===== src/rtl/spi_master.sv =====
// spi_master: SPI mode-3 master that sends and receives one byte per start, MSB first.
// Ports:
//   clk      system clock, rising edge
//   rstn     asynchronous active-low reset
//   start    transfer request, sampled only in IDLE
//   tx_data  byte to send, captured when start is accepted
//   rx_data  last received byte, updated with done
//   busy     high for the duration of a transfer
//   done     one-cycle pulse when a transfer completes
//   cs       active-low slave select
//   sck      serial clock, idle high
//   mosi     serial data out, changes on sck fall
//   miso     serial data in, sampled on sck rise
module spi_master #(
    parameter int HALF = 4
) (
    input  logic       clk,
    input  logic       rstn,
    input  logic       start,
    input  logic [7:0] tx_data,
    output logic [7:0] rx_data,
    output logic       busy,
    output logic       done,
    output logic       cs,
    output logic       sck,
    output logic       mosi,
    input  logic       miso
);
    typedef enum logic [2:0] {IDLE, SETUP, SCK_LO, SCK_HI, HOLD} state_t;
    state_t state, state_n;
    logic [7:0] ph, ph_n;
    logic [2:0] bc, bc_n;
    logic [7:0] tx_sr, tx_n, rx_sr, rx_n, rx_data_n;
    logic busy_n, done_n, cs_n, sck_n, mosi_n, tick;
    assign tick = ph == 8'(HALF - 1);
    always_comb begin
        state_n   = state;
        ph_n      = tick ? 8'd0 : ph + 8'd1;
        bc_n      = bc;
        tx_n      = tx_sr;
        rx_n      = rx_sr;
        rx_data_n = rx_data;
        busy_n    = busy;
        done_n    = 1'b0;
        cs_n      = cs;
        sck_n     = sck;
        mosi_n    = mosi;
        case (state)
            IDLE: begin
                ph_n = 8'd0;
                if (start) begin
                    state_n = SETUP;
                    tx_n    = tx_data;
                    bc_n    = 3'd0;
                    cs_n    = 1'b0;
                    busy_n  = 1'b1;
                end
            end
            SETUP: if (tick) begin
                state_n = SCK_LO;
                sck_n   = 1'b0;
                mosi_n  = tx_sr[7];
                tx_n    = {tx_sr[6:0], 1'b0};
            end
            SCK_LO: if (tick) begin
                state_n = SCK_HI;
                sck_n   = 1'b1;
                rx_n    = {rx_sr[6:0], miso};
            end
            SCK_HI: if (tick) begin
                // after the eighth high phase sck stays high through HOLD
                if (bc == 3'd7) begin
                    state_n = HOLD;
                end else begin
                    state_n = SCK_LO;
                    sck_n   = 1'b0;
                    mosi_n  = tx_sr[7];
                    tx_n    = {tx_sr[6:0], 1'b0};
                    bc_n    = bc + 3'd1;
                end
            end
            HOLD: if (tick) begin
                state_n   = IDLE;
                cs_n      = 1'b1;
                busy_n    = 1'b0;
                done_n    = 1'b1;
                rx_data_n = rx_sr;
            end
            default: state_n = IDLE;
        endcase
    end
    always_ff @(posedge clk or negedge rstn) begin
        if (!rstn) begin
            state   <= IDLE;
            ph      <= 8'd0;
            bc      <= 3'd0;
            tx_sr   <= 8'h00;
            rx_sr   <= 8'h00;
            rx_data <= 8'h00;
            busy    <= 1'b0;
            done    <= 1'b0;
            cs      <= 1'b1;
            sck     <= 1'b1;
            mosi    <= 1'b1;
        end else begin
            state   <= state_n;
            ph      <= ph_n;
            bc      <= bc_n;
            tx_sr   <= tx_n;
            rx_sr   <= rx_n;
            rx_data <= rx_data_n;
            busy    <= busy_n;
            done    <= done_n;
            cs      <= cs_n;
            sck     <= sck_n;
            mosi    <= mosi_n;
        end
    end
endmodule

===== config.mk =====
export PLATFORM = sky130hd
export DESIGN_NAME = spi_master
export DESIGN_NICKNAME = d
export VERILOG_FILES = /design/src/rtl/spi_master.sv
export SDC_FILE = /design/constraint.sdc
export NUM_CORES = 1
export LEC_CHECK = 0
export ABC_AREA = 0
export ABC_CLOCK_PERIOD_IN_PS = 1970
export CAP_MARGIN = 5
export CORE_UTILIZATION = 40
export DETAILED_ROUTE_END_ITERATION = 16
export DONT_BUFFER_PORTS = 1
export GPL_TIMING_DRIVEN = 0
export PLACE_DENSITY_LB_ADDON = 0.08
export RECOVER_POWER = 100
export SYNTH_ARGS = -nofsm -noshare
export SYNTH_HDL_FRONTEND = slang
export SYNTH_SLANG_ARGS = --single-unit
export TNS_END_PERCENT = 10

===== constraint.sdc =====
create_clock -name clk -period 1.97 [get_ports clk]
set_input_delay 0.197 -clock clk [delete_from_list [all_inputs] [get_ports clk]]
set_output_delay 0.197 -clock clk [all_outputs]
set_load 0.005 [all_outputs]

==> impl_metrics.toml, run 1 <==
[run_status]
status = "finished, violations left"
violations = "setup timing"

[layout]
multi_input_area_um2 = 828.3
antenna_cells = 0
fillers = 403
layout.cells.most_common = "dfrtp_1"
syn_to_final_growth_pct = 17.66
final_cell_mix = "dfrtp_1 (40), mux2_2 (31), nand2_1 (14), nor2_1 (10), clkbuf_8 (6)"
stdcell_count = 219
seqCellArea_um2 = 1080
final_util_pct = 50.11
nets = 182
finalInstanceArea_um2 = 2242
drive_above_1_share_pct = 35.93

[global_routing]
grt_pass1_vias = 1227
grt_max_degree = 44
antenna_found_initial = 0
overflow = 0
grt_usage_pct = 15.14
grt_pass1_wl_mm = 5.844

[yosys]
syn_area_um2 = 1906
synth_nets = 164
ys_ff_latch = 43
synth.avg_cell_area_um2 = 12.88
ys_warn_count = 0
yosys.cell_types.count = 31
synth_edf_count = 0
synthFlopType = "dfrtp_1"
synthCells = 148
async_flop_share_pct = 100.0
ys_seq_area_share_pct = 56.66

[placement]
gp_congestion = 0.7790
port_buffers = 0
dpl_cell_area_um2 = 1971
dp_hpwl_mm = 2.132
dp_cells = 200
post-place-ws_ps = -532.0

[sta]
fmax_ghz = 0.5018
rsz0062_at_grt = "true"
finalSetupViolations = 12
worstMarginPinSlew_ps = 1025
finalCritPeriodShare_pct = 101.2
slew_viol_final = 0
fin_tns_setup_ps = -134.0
period_needed_ps = 1993
setup_slack_ps = -22.74
relSlewSlack_pct = 31.70
clock_skew_ps = 7.889
hold-worst-slack_ps = 49.32
hold_viol_final = 0

[power_and_ir_drop]
pwr-share-seq_pct = 44.4
clockPowerShare_pct = 22.7
power_mw = 3.017
p_int_mw = 2.126
power_density_nw_per_um2 = 1346
switching_share_pct = 29.53
ir_worst_vdd_uv = 700.8
combPwrFrac_pct = 32.9
p_sw_mw = 0.8910
leakage_nw = 1.053

[floorplanning]
initial_core_util_pct = 42.59
core_um2 = 4474
die_area_um2 = 5044
row_count = 24
num_io_pins = 25
die_w_um = 71.02
dieHeight_um = 71.02

[drt]
firstDrtPassIters = 4
drt-initial-drc-count = 56
drc_errors = 0
vias = 1118
vias_per_cell = 5.105
final_antenna_net_count = 0
drt-total-wl_mm = 3.164
routedWlPerCell_um = 14.45

[clocking]
htree_levels = 2
clockBufferDepth = 2
cts_made_buffers = 5
clk_pin_slew_ps = 80
cts_sinks = 43
cts_tree = "done"
clock_latency_ps = 280
clock-root-buffer = "clkbuf_8"

[worst_setup_path]
crit_start = "ph[1]"
startpoint_type = "register"
r2r_setup_slack_ps = -20
worst_ep_required_time_ps = 2140
rr_startpoint = "ph[1]"
critical_path_class = "reg -> reg"
worstSetupEndpointType = "register"
arrival_ps = 2170
reg2regPathDepth = 7
cp_max_fo = 5
reg2reg_to = "rx_data[6]"

[job]
cap_violations = 0

[hold_path]
min_path_cells = 2
hp-class = "in -> reg"
hp-start = "tx_data[0]"
holdPathEnd = "tx_sr[0]"
metal layers:
metal / track usage, % / share of wire (%) / wire (um)
met1: 19.33 / 44 / 1400
met2: 24.15 / 50 / 1573
met3: 5.556 / 5.0 / 157
met4: 4.667 / 1.0 / 33
met5: 0 / 0 / 0
timing repair:
item	CTS	global route
hold endpoints to repair	43	0
setup buffers	8	1
hold buffers	2	0
gates cloned	1	0
endpoints found under the setup margin	42	41
pin swaps	3	1
gates resized for setup	9	2
critical path, cell delays in order (launching register included):
cell	delay (ps)
dfrtp_1	400
ha_4	150
or4b_4	460
nor4_4	160
buf_6	180
nand3_4	100
buf_6	160
mux2_2	270
Yosys cell counts (2+ instances only):
cell type  number  area [um^2]
a21oi_1         3        15.01
clkbuf_1        3        11.26
dfrtp_1        40         1001
dfstp_2         3        78.83
ha_1            4        50.05
inv_1           4        15.01
mux2_2         31        349.1
mux2i_1         5        50.05
nand2_1        14        52.55
nand3_1         3        15.01
nor2_1         10        37.54
nor2b_1         3        18.77
nor3_1          2        10.01
o21ai_0         2        10.01
xnor2_1         3        26.28
xor2_1          3        26.28
worst max-delay path by stage:
stage,end,slack [ps]
after floorplan,rx_sr[0],-170
after global placement,rx_sr[1],-490
after detailed placement,rx_sr[2],-530
after CTS,rx_data[2],-160
after global routing,bc[2],-140
final,rx_data[6],-20
layout make-up:
type | instances | area share [%]
inverter | 4 | 0.6696
buffer | 3 | 0.8371
timing repair buffer | 12 | 5.246
tap | 52 | 2.902
clock buffer | 6 | 3.683
sequential | 43 | 48.16
multi-input combinational | 97 | 36.94
clock inverter | 2 | 1.563
registers in the layout, summed over array words and instances (netlist names):
name and count:
ph 8, rx_data 8, rx_sr 8, tx_sr 8, bc 3, state 3, busy 1, cs 1
done 1, mosi 1, sck 1
cells by family after synthesis:
logic type	synth area share [%]
flops	56.66
simple gates	12.08
mux	20.95
compound gates	3.152
buf+inv	1.773
xor+xnor	2.758
fa+ha+maj	2.627
power by group through the flow:
stage,combinational [mW],sequential [mW],clock [mW]
2_1_floorplan,0.692,1.30,0
3_3_place_gp,0.772,1.34,0
3_5_place_dp,0.805,1.36,0
4_1_cts,1.02,1.35,0.724
5_1_grt,1.12,1.38,0.763
6_report,0.992,1.34,0.686
Note: power is estimated with default switching activity, not from simulation.
==> run 2: changes to the inputs <==
--- a/config.mk
+++ b/config.mk
@@ -6,7 +6,7 @@
 export NUM_CORES = 1
 export LEC_CHECK = 0
 export ABC_AREA = 0
-export ABC_CLOCK_PERIOD_IN_PS = 1970
+export ABC_CLOCK_PERIOD_IN_PS = 2150
 export CAP_MARGIN = 5
 export CORE_UTILIZATION = 40
 export DETAILED_ROUTE_END_ITERATION = 16
@@ -14,6 +14,7 @@
 export GPL_TIMING_DRIVEN = 0
 export PLACE_DENSITY_LB_ADDON = 0.08
 export RECOVER_POWER = 100
+export SKIP_CTS_REPAIR_TIMING = 1
 export SYNTH_ARGS = -nofsm -noshare
 export SYNTH_HDL_FRONTEND = slang
 export SYNTH_SLANG_ARGS = --single-unit
==> constraint.sdc (replaced) <==
create_clock -name clk -period 2.15 [get_ports clk]
set_input_delay 0.215 -clock clk [delete_from_list [all_inputs] [get_ports clk]]
set_output_delay 0.215 -clock clk [all_outputs]
set_load 0.005 [all_outputs]
==> impl_metrics.toml, run 2 (same netlist as run 1, synthesis figures left out) <==
[run_status]
status = "finished, violations left"
violations = "setup timing"

[power_and_ir_drop]
power_density_nw_per_um2 = 1249
ir_worst_vdd_uv = 631.2
leakage_nw = 1.042

[placement]
dp_hpwl_mm = 2.132
dp_cells = 200
gp_congestion = 0.7790
port_buffers = 0
dpl_cell_area_um2 = 1971
post-place-ws_ps = -352.0

[drt]
drt-total-wl_mm = 3.212
vias_per_cell = 5.111
vias = 1109
drc_errors = 0
final_antenna_net_count = 0
routedWlPerCell_um = 14.80
firstDrtPassIters = 4
drt-initial-drc-count = 60

[worst_setup_path]
critical_path_class = "reg -> reg"
cpMostUsedCell = "buf_6"
crit_chain = "ha_4, or4b_4, nor4_4, buf_6, buf_6, o21ai_4, mux2_4"
worstSetupEndpointType = "register"
cp_max_fo = 8
startpoint_type = "register"
arrival_ps = 2360
cpMaxStageDelayCell = "or4b_4"
critPathMaxStageDelay_ps = 470
r2r_setup_slack_ps = -40
worst_ep_required_time_ps = 2320

[global_routing]
grt_pass1_wl_mm = 5.540
overflow = 0
grt_pass1_vias = 1170
grt_max_degree = 44
antenna_found_initial = 0
grt_usage_pct = 14.40

[floorplanning]
die_w_um = 71.02
row_count = 24
num_io_pins = 25
core_um2 = 4474
die_area_um2 = 5044
initial_core_util_pct = 42.59
dieHeight_um = 71.02

[sta]
clock_skew_ps = 8.361
hold_viol_final = 0
period_needed_ps = 2194
setup_slack_ps = -44.41
fin_tns_setup_ps = -405.8
rsz0062_at_grt = "true"
finalCritPeriodShare_pct = 102.1
worstMarginPinSlew_ps = 1032
relSlewSlack_pct = 31.17
finalSetupViolations = 14
slew_viol_final = 0
fmax_ghz = 0.4557

[clocking]
clock_latency_ps = 280
clk_pin_slew_ps = 80
clockBufferDepth = 2
cts_sinks = 43
clock-root-buffer = "clkbuf_8"
htree_levels = 2
cts_made_buffers = 5
cts_tree = "done"

[layout]
final_cell_mix = "dfrtp_1 (40), mux2_2 (30), nand2_1 (14), nor2_1 (10), clkbuf_8 (6)"
drive_above_1_share_pct = 35.15
stdcell_count = 217
finalInstanceArea_um2 = 2198
antenna_cells = 0
layout.cells.most_common = "dfrtp_1"
nets = 180
syn_to_final_growth_pct = 15.36

[hold_path]
hp-class = "in -> reg"

[job]
cap_violations = 0
## run 2: cell types whose count changed in the layout (fill, tap and decap cells not counted), sizes merged
| cell | before | now |
|---|---|---|
| buf | 11 | 8 |
| clkbuf | 9 | 10 |
## run 2: critical path, delay by kind of cell (launching register included)
kind | cells | cell delay, ps
adder cells (fa/ha/maj) | 1 | 170
AO/OA/AOI/OAI | 1 | 90
buffers and inverters | 2 | 280
flip-flops | 1 | 410
AND/OR/NAND/NOR | 2 | 780
multiplexers | 1 | 330
## run 2: report_power, final
group	switching [mW]	leakage [nW]	internal, mW
Sequential	0.175	0.544	1.05
Combinational	0.380	0.437	0.507
Clock	0.253	0.0612	0.376
Total	0.808	1.04	1.94
## run 2: per-stage QoR
step | power (mW) | util (%) | hold slack (ps)
CTS | 2.632 | 46.67 | -403.4
global placement | 1.938 | 44.04 | -79.41
global route | 2.961 | 49.13 | 47.85
finish | 2.745 | 49.13 | 65.24
detailed placement | 1.981 | 44.04 | -79.16
floorplan | 1.825 | - | -80.59
## run 2: area by class of cell
| class | instances | area, um^2 |
|---|---|---|
| plain buffers | 4 | 23.77 |
| multi-input cells | 97 | 824.5 |
| inverters | 4 | 15.01 |
| clock inverters | 2 | 35.03 |
| well taps | 52 | 65.06 |
| repair buffers | 9 | 72.57 |
| fillers | 404 | 2276 |
| clock buffers | 6 | 82.58 |
| flip-flops and latches | 43 | 1080 |
## run 2: metal layers
| metal | share of wire [%] | GRT usage (%) | vias up |
|---|---|---|---|
| met3 | 5.0 | 5.698 | 4 |
| met1 | 44 | 18.59 | 547 |
| li1 | - | - | 540 |
| met4 | 1.0 | 4.667 | 0 |
| met2 | 50 | 22.33 | 18 |
| met5 | 0 | 0 | - |
## run 2: path summary, 6_finish.rpt
path / from / end / cells after the start
worst max-delay path: ph[1] / tx_sr[7] / 7
worst min-delay path: tx_data[0] / tx_sr[0] / 2
worst max register to register: ph[1] / tx_sr[7] / 7
worst min register to register: cs / cs / 2
max in group asynchronous: rstn / tx_sr[5] / 2
min in group asynchronous: rstn / rx_data[7] / 2
